==> src/rtl/fetch_unit_pkg.sv <==
// Shared core constants and fetch-stage types; also consumed by decode and the hazard unit.
package fetch_unit_pkg;

  localparam int          CORE_XLEN     = 32;
  localparam logic [31:0] CORE_RESET_PC = 32'h0000_0000;
  localparam logic [31:0] CORE_NOP      = 32'h0000_0013;

  // Per-cycle fetch action, resolved from the hazard controls with flush > stall > run.
  typedef enum logic [1:0] {
    FOP_RUN   = 2'd0,
    FOP_STALL = 2'd1,
    FOP_FLUSH = 2'd2
  } fetchOp_e;

  typedef struct packed {
    logic                 valid;
    logic [CORE_XLEN-1:0] pc;
    logic [31:0]          instr;
  } f2Out_t;

  function automatic fetchOp_e decodeOp(input logic stall, input logic flush);
    if (flush)      return FOP_FLUSH;
    else if (stall) return FOP_STALL;
    else            return FOP_RUN;
  endfunction

endpackage

==> src/rtl/fetch_unit_if.sv <==
// Fetch-stage bundle: hazard controls in, IMEM read port, and the F2 view handed to Decode.
interface fetch_unit_if import fetch_unit_pkg::*; #(
  parameter int XLEN = CORE_XLEN
) ();

  logic            stallF;
  logic            flushF2;
  logic [XLEN-1:0] redirectPc;
  logic            imemReq;
  logic [XLEN-1:0] imemAddr;
  logic [31:0]     imemRdata;
  logic [31:0]     instrF2;
  logic [XLEN-1:0] pcF2;
  logic [XLEN-1:0] pcPlus4F2;
  logic            validF2;

  modport master (
    input  stallF, flushF2, redirectPc, imemRdata,
    output imemReq, imemAddr, instrF2, pcF2, pcPlus4F2, validF2
  );

  modport slave (
    output stallF, flushF2, redirectPc, imemRdata,
    input  imemReq, imemAddr, instrF2, pcF2, pcPlus4F2, validF2
  );

endinterface

==> src/rtl/fetch_hold_buf.sv <==
// One-entry capture/replay register holding the F2 instruction across multi-cycle stalls.
module fetch_hold_buf import fetch_unit_pkg::*; #(
  parameter int W = 32
) (
  input  logic         clk,
  input  logic         rstN,
  input  logic         capture,
  input  logic         releaseEn,
  input  logic         clear,
  input  logic [W-1:0] din,
  output logic [W-1:0] dout,
  output logic         valid
);

  // Only the first stall cycle captures: later IMEM data belongs to pcF1, not pcF2.
  always_ff @(posedge clk) begin
    if (!rstN) begin
      valid <= 1'b0;
      dout  <= '0;
    end else if (clear) begin
      valid <= 1'b0;
    end else if (capture && !valid) begin
      valid <= 1'b1;
      dout  <= din;
    end else if (releaseEn) begin
      valid <= 1'b0;
    end
  end

endmodule

==> src/rtl/fetch_unit.sv <==
// Two-stage instruction fetch: F1 issues the IMEM address, F2 presents {instr, pc, valid} to Decode.
module fetch_unit import fetch_unit_pkg::*; #(
  parameter int              XLEN      = CORE_XLEN,
  parameter logic [XLEN-1:0] RESET_PC  = CORE_RESET_PC,
  parameter logic [31:0]     NOP_INSTR = CORE_NOP
) (
  input logic         clk,
  input logic         rstN,
  fetch_unit_if.master bus
);

  logic [XLEN-1:0] pcF1;
  logic [XLEN-1:0] pcF2;
  logic            validF2;
  logic [XLEN-1:0] target;
  logic [XLEN-1:0] fetchAddr;
  logic [31:0]     holdInstr;
  logic            holdValid;
  fetchOp_e        op;

  assign op        = decodeOp(bus.stallF, bus.flushF2);
  assign target    = {bus.redirectPc[XLEN-1:2], 2'b00};
  // Redirect target goes to IMEM in the flush cycle itself, so the only penalty is the killed F2.
  assign fetchAddr = (op == FOP_FLUSH) ? target : pcF1;

  always_ff @(posedge clk) begin
    if (!rstN) begin
      pcF1    <= RESET_PC;
      pcF2    <= RESET_PC;
      validF2 <= 1'b0;
    end else begin
      case (op)
        FOP_STALL: begin
          pcF1    <= pcF1;
          pcF2    <= pcF2;
          validF2 <= validF2;
        end
        default: begin
          pcF2    <= fetchAddr;
          pcF1    <= fetchAddr + XLEN'(4);
          validF2 <= 1'b1;
        end
      endcase
    end
  end

  fetch_hold_buf #(.W(32)) u_hold (
    .clk       (clk),
    .rstN      (rstN),
    .capture   (op == FOP_STALL),
    .releaseEn (op == FOP_RUN),
    .clear     (op == FOP_FLUSH),
    .din       (bus.imemRdata),
    .dout      (holdInstr),
    .valid     (holdValid)
  );

  assign bus.imemReq   = 1'b1;
  assign bus.imemAddr  = fetchAddr;
  assign bus.instrF2   = !validF2 ? NOP_INSTR : (holdValid ? holdInstr : bus.imemRdata);
  assign bus.pcF2      = pcF2;
  assign bus.pcPlus4F2 = pcF2 + XLEN'(4);
  assign bus.validF2   = validF2;

endmodule

==> src/flat_wrapper.sv <==
// flat-port wrapper written by rule: the top's interface ports become plain ports
module fetch_unit_flat import fetch_unit_pkg::*;
#(
  parameter int              XLEN      = CORE_XLEN,
  parameter logic [XLEN-1:0] RESET_PC  = CORE_RESET_PC,
  parameter logic [31:0]     NOP_INSTR = CORE_NOP
)
  (clk, rstN, bus_stallF, bus_flushF2, bus_redirectPc, bus_imemRdata, bus_imemReq, bus_imemAddr, bus_instrF2, bus_pcF2, bus_pcPlus4F2, bus_validF2);
  fetch_unit_if #(.XLEN(XLEN)) bus_i ();
  input logic clk;
  input logic rstN;
  input wire logic [$bits(bus_i.stallF)-1:0] bus_stallF;
  input wire logic [$bits(bus_i.flushF2)-1:0] bus_flushF2;
  input wire logic [$bits(bus_i.redirectPc)-1:0] bus_redirectPc;
  input wire logic [$bits(bus_i.imemRdata)-1:0] bus_imemRdata;
  output wire logic [$bits(bus_i.imemReq)-1:0] bus_imemReq;
  output wire logic [$bits(bus_i.imemAddr)-1:0] bus_imemAddr;
  output wire logic [$bits(bus_i.instrF2)-1:0] bus_instrF2;
  output wire logic [$bits(bus_i.pcF2)-1:0] bus_pcF2;
  output wire logic [$bits(bus_i.pcPlus4F2)-1:0] bus_pcPlus4F2;
  output wire logic [$bits(bus_i.validF2)-1:0] bus_validF2;
  assign bus_i.stallF = bus_stallF;
  assign bus_i.flushF2 = bus_flushF2;
  assign bus_i.redirectPc = bus_redirectPc;
  assign bus_i.imemRdata = bus_imemRdata;
  assign bus_imemReq = bus_i.imemReq;
  assign bus_imemAddr = bus_i.imemAddr;
  assign bus_instrF2 = bus_i.instrF2;
  assign bus_pcF2 = bus_i.pcF2;
  assign bus_pcPlus4F2 = bus_i.pcPlus4F2;
  assign bus_validF2 = bus_i.validF2;
  fetch_unit #(.XLEN(XLEN), .RESET_PC(RESET_PC), .NOP_INSTR(NOP_INSTR)) u_core (.clk(clk), .rstN(rstN), .bus(bus_i));
endmodule
==> config.mk <==
export PLATFORM = sky130hd
export DESIGN_NAME = fetch_unit_flat
export DESIGN_NICKNAME = d
export VERILOG_FILES = /design/src/rtl/fetch_unit_pkg.sv /design/src/rtl/fetch_unit_if.sv /design/src/rtl/fetch_hold_buf.sv /design/src/rtl/fetch_unit.sv /design/src/flat_wrapper.sv
export SDC_FILE = /design/constraint.sdc
export NUM_CORES = 1
export LEC_CHECK = 0
export CORE_UTILIZATION = 40
export DETAILED_ROUTE_END_ITERATION = 6
export GPL_TIMING_DRIVEN = 0
export PLACE_DENSITY = 0.72
export SLEW_MARGIN = 20
export SYNTH_ARGS = -nofsm -noshare
export SYNTH_HDL_FRONTEND = slang
export SYNTH_HIERARCHICAL = 1
export SYNTH_SLANG_ARGS = --single-unit
==> constraint.sdc <==
create_clock -name clk -period 8.5 [get_ports clk]
set_clock_uncertainty 0.2 [all_clocks]
set_input_delay 0.85 -clock clk [delete_from_list [all_inputs] [get_ports clk]]
set_output_delay 0.85 -clock clk [all_outputs]
set_load 0.02 [all_outputs]
==> summary.md <==
| Metric | Value |
|---|---|
| Cell area power density | `roughly 150 mW/mm^2` |
| CP Capture Type | `output pin` |
| Wirelength, routed | `between 15000 and 20000 um` |
| Yosys warning count | `6` |
| N_diodes | `0` |
| GPL Wtd Cong | `0.860` |
| Synth area leader | `dfxtp_1` |
| Fmax | `~190 MHz` |
| Critical path required time | `between 7000 and 8000 ps` |
| PnR worst setup slack | `3370 ps` |
| Total Routing Usage GR | `0.246` |
| Critical path depth in cells | `8` |
| Gr ovfl total | `0` |
| Initial antenna violation count | `0` |
| MaxCap Viol Count | `0` |
| Worst Tran Pin Value | `roughly 950 ps` |
| Fin crit share | `0.604` |
| Post-Syn Nets | `761` |
| Final hold violation count | `0` |
| CTS Sinks | `between 90 and 100` |
| Maximum vdd drop | `0.0922 mV` |
| Die width | `~120 um` |
| Rows | `43` |
| First-pass GRT wire length | `28300 um` |
| DR top layer | `met4` |
| Crit path buf inv count | `7` |
| Multi-input logic area | `0.00343 sq mm` |
| Sequential cell area fraction in the yosys report | `0.334` |
| Placed Cells incl. Taps | `1065` |
| Cells along the critical path | `clkdlybuf4s50_1, buf_6, buf_2, buf_1, buf_2, mux2i_1, inv_1, clkdlybuf4s50_1` |
| Largest net degree at the start of global routing | `17` |
| Post-CTS sizing | `0` |
| Hold Crit Class | `flip-flop to flip-flop` |
| Top cell type's share of synthesized area | `0.334` |
| Hpwl dp | `14000 um` |
| Status | `finished, final reports clean` |
| Ys flop type | `dfxtp_1` |
| Clk slew on worst S/H paths | `about 70 ps` |
| Die height | `around 120 um` |
| Initial Util | `0.412` |
| CTS tree | `yes` |
| Share of layout cells above drive strength 1 | `0.0588` |
| Met1 wire length | `8330 um` |
| Root Buffer | `clkbuf_16` |
| FF/Latch Area | `0.00192 sq mm` |
| Overall power | `1.24 mW` |
| Number of H-tree levels | `3` |
| Final Non-Filler Cells | `around 1.1k` |
| Syn_area_per_cell | `approximately 8.3 sq um` |
| Crit path max-delay family | `buffers and inverters` |
| DRT antenna net count | `0` |
| Cts bufs inserted | `9` |
| Post-Syn Instances | `691` |
| 1st-iter DRT viols | `477` |
| Hold Path Stages | `2` |
| DR WL met2 | `8390 um` |
| Synthesis-to-finish area growth | `42.8%` |
| Async S/R FF share, synth | `0` |
| # hold bufs at CTS | `0` |
| Die area | `0.0149 sq mm` |
| Cells on worst reg2reg path | `6` |
| Pre-antenna DRT Iters | `5` |
| Dpl ws | `3270 ps` |
| Worst-Skew Late Latency | `350 ps` |
| Area contributors post-synth | `dfxtp_1 33%, mux2i_1 15%, nand2_1 6.9%` |
| Slew Limit Fails | `0` |
| Post-synthesis cell type count | `55` |
| Yosys reg bits | `96` |
| Critical Path Start Type | `input port` |
| Slowest CP cell | `clkdlybuf4s50_1` |
| Routed len/inst | `17.0 um` |
| Met3 routed WL | `1330 um` |
| IO Port Bufs | `between 150 and 200` |
| Leak Pwr | `3.10 nW` |
| Vias per cell | `~5.4` |
| Crit-path max FO | `10` |
| Vias | `5880` |
| Number of nets in the layout | `roughly 970` |
| Area of the mapped netlist | `0.00576 sq mm` |
| # DRC | `0` |
| CTS Buffer Depth | `2` |
| CP max stage delay | `650 ps` |
| Vias in the first global route | `5299` |
| Min Tclk post-route | `5130 ps` |
| RSZ-0062 raised after global routing | `false` |
| Core area | `between 0.01 and 0.015 sq mm` |
| Arr. time, crit path | `just over 4000 ps` |
| Max-slew headroom | `0.365` |
| Filler Cell Count | `1296` |
| TNS Setup | `0 ps` |
| # IOs | `198` |
| Finished Cell Area | `0.00822 sq mm` |
| Critical path class | `input port to output pin` |
| Post-CTS setup buffer count | `0` |
| Placed Area | `approximately 0.0079 sq mm` |
| Setup Viol. Count Final | `0` |
| Post-synth EDFFs | `0` |
==> cells by family after synthesis <==
family                   count (synthesis)  synth area share
other                                    1          0.000651
flip-flops                              96             0.334
adder cells (fa/ha/maj)                  2           0.00434
buffers and inverters                   80            0.0713
XOR/XNOR                                38            0.0578
AND/OR/NAND/NOR                        289             0.250
multiplexers                            95             0.167
AO/OA/AOI/OAI                           90             0.116
==> state kept, by name (all words and copies together), names as in the netlist <==
name / flops
u_core/u_hold/valid: 1
u_core/bus.pcF2: 30
u_core/pcF1: 32
u_core/u_hold/dout: 32
u_core/bus.validF2: 1
==> where the power goes <==
group          total (mW)  switching (mW)  leakage (nW)  internal, mW
combinational       0.331           0.173          2.18         0.158
sequential          0.505          0.0288         0.788         0.476
clock               0.408           0.181         0.130         0.227
total                1.24           0.382          3.10         0.862
==> synthesized netlist by cell type, types with 4 or more instances <==
cell type	number
dfxtp_1	96
mux2i_1	88
a211oi_1	26
or4_1	7
buf_1	4
nand2_1	106
nor2_1	46
nand3b_1	6
and2_1	7
a21oi_1	12
a32o_1	11
nand4_1	18
xor2_1	9
nand3_1	29
nor3_1	6
buf_4	7
a31oi_1	4
clkbuf_1	24
mux2_2	7
nor2b_1	31
inv_1	28
o21ai_0	9
and3_1	9
xnor2_1	29
nor4_1	4
and4_1	6
o31ai_1	9
buf_2	10
==> through the flow <==
stage                     utilization  hold slack (ps)
after floorplan                     -              221
after global placement          0.567              236
after detailed placement        0.567              242
after CTS                       0.588              258
after global routing            0.588              272
final                           0.588              260
==> cell usage in the layout, fill, tap and decap left out, drive strengths merged, types with 9 or more instances in the layout <==
cell type      Yosys  final
clkdlybuf4s50      0    194
nor2              46     46
clkbuf            24     33
a32o              11     11
nor2b             31     31
nand4             18     18
mux2i             88     88
o31ai              9      9
o21ai              9      9
inv               28     28
xor2               9      9
nand2            106    106
nand3             31     31
and3              10     10
xnor2             29     29
a21oi             12     12
dfxtp             96     96
buf               27     27
a211oi            26     26
==> worst min-delay path, cell delays in order, from the launching register on <==
cell	delay (ps)
dfxtp_1	310
nand2_1	50
o31ai_1	50
==> worst paths after layout <==
| kind | slack [ps] | endpoint | start |
|---|---|---|---|
| hold / removal | 260 | u_core/pcF1[30] | u_core/pcF1[30] |
| hold reg to reg | 260 | u_core/pcF1[30] | u_core/pcF1[30] |
| setup / recovery | 3370 | bus_imemAddr[13] | bus_flushF2 |
| setup reg to reg | 5520 | u_core/pcF1[19] | u_core/pcF1[4] |
==> metal layers <==
layer,vias to the layer above,track usage
met4,0,0.0772
met2,260,0.386
met3,22,0.0426
met1,2747,0.340
met5,-,0
li1,2851,-
==> cell type report <==
class | instances | share of cell area
Tap cell | 180 | 0.0274
Inverter | 29 | 0.0132
Buffer | 51 | 0.0367
Clock buffer | 9 | 0.0274
Sequential cell | 96 | 0.234
Timing Repair Buffer | 194 | 0.236
Multi-Input combinational cell | 515 | 0.417
Clock inverter | 7 | 0.00882
No activity file was read; power rests on OpenSTA's default activity.
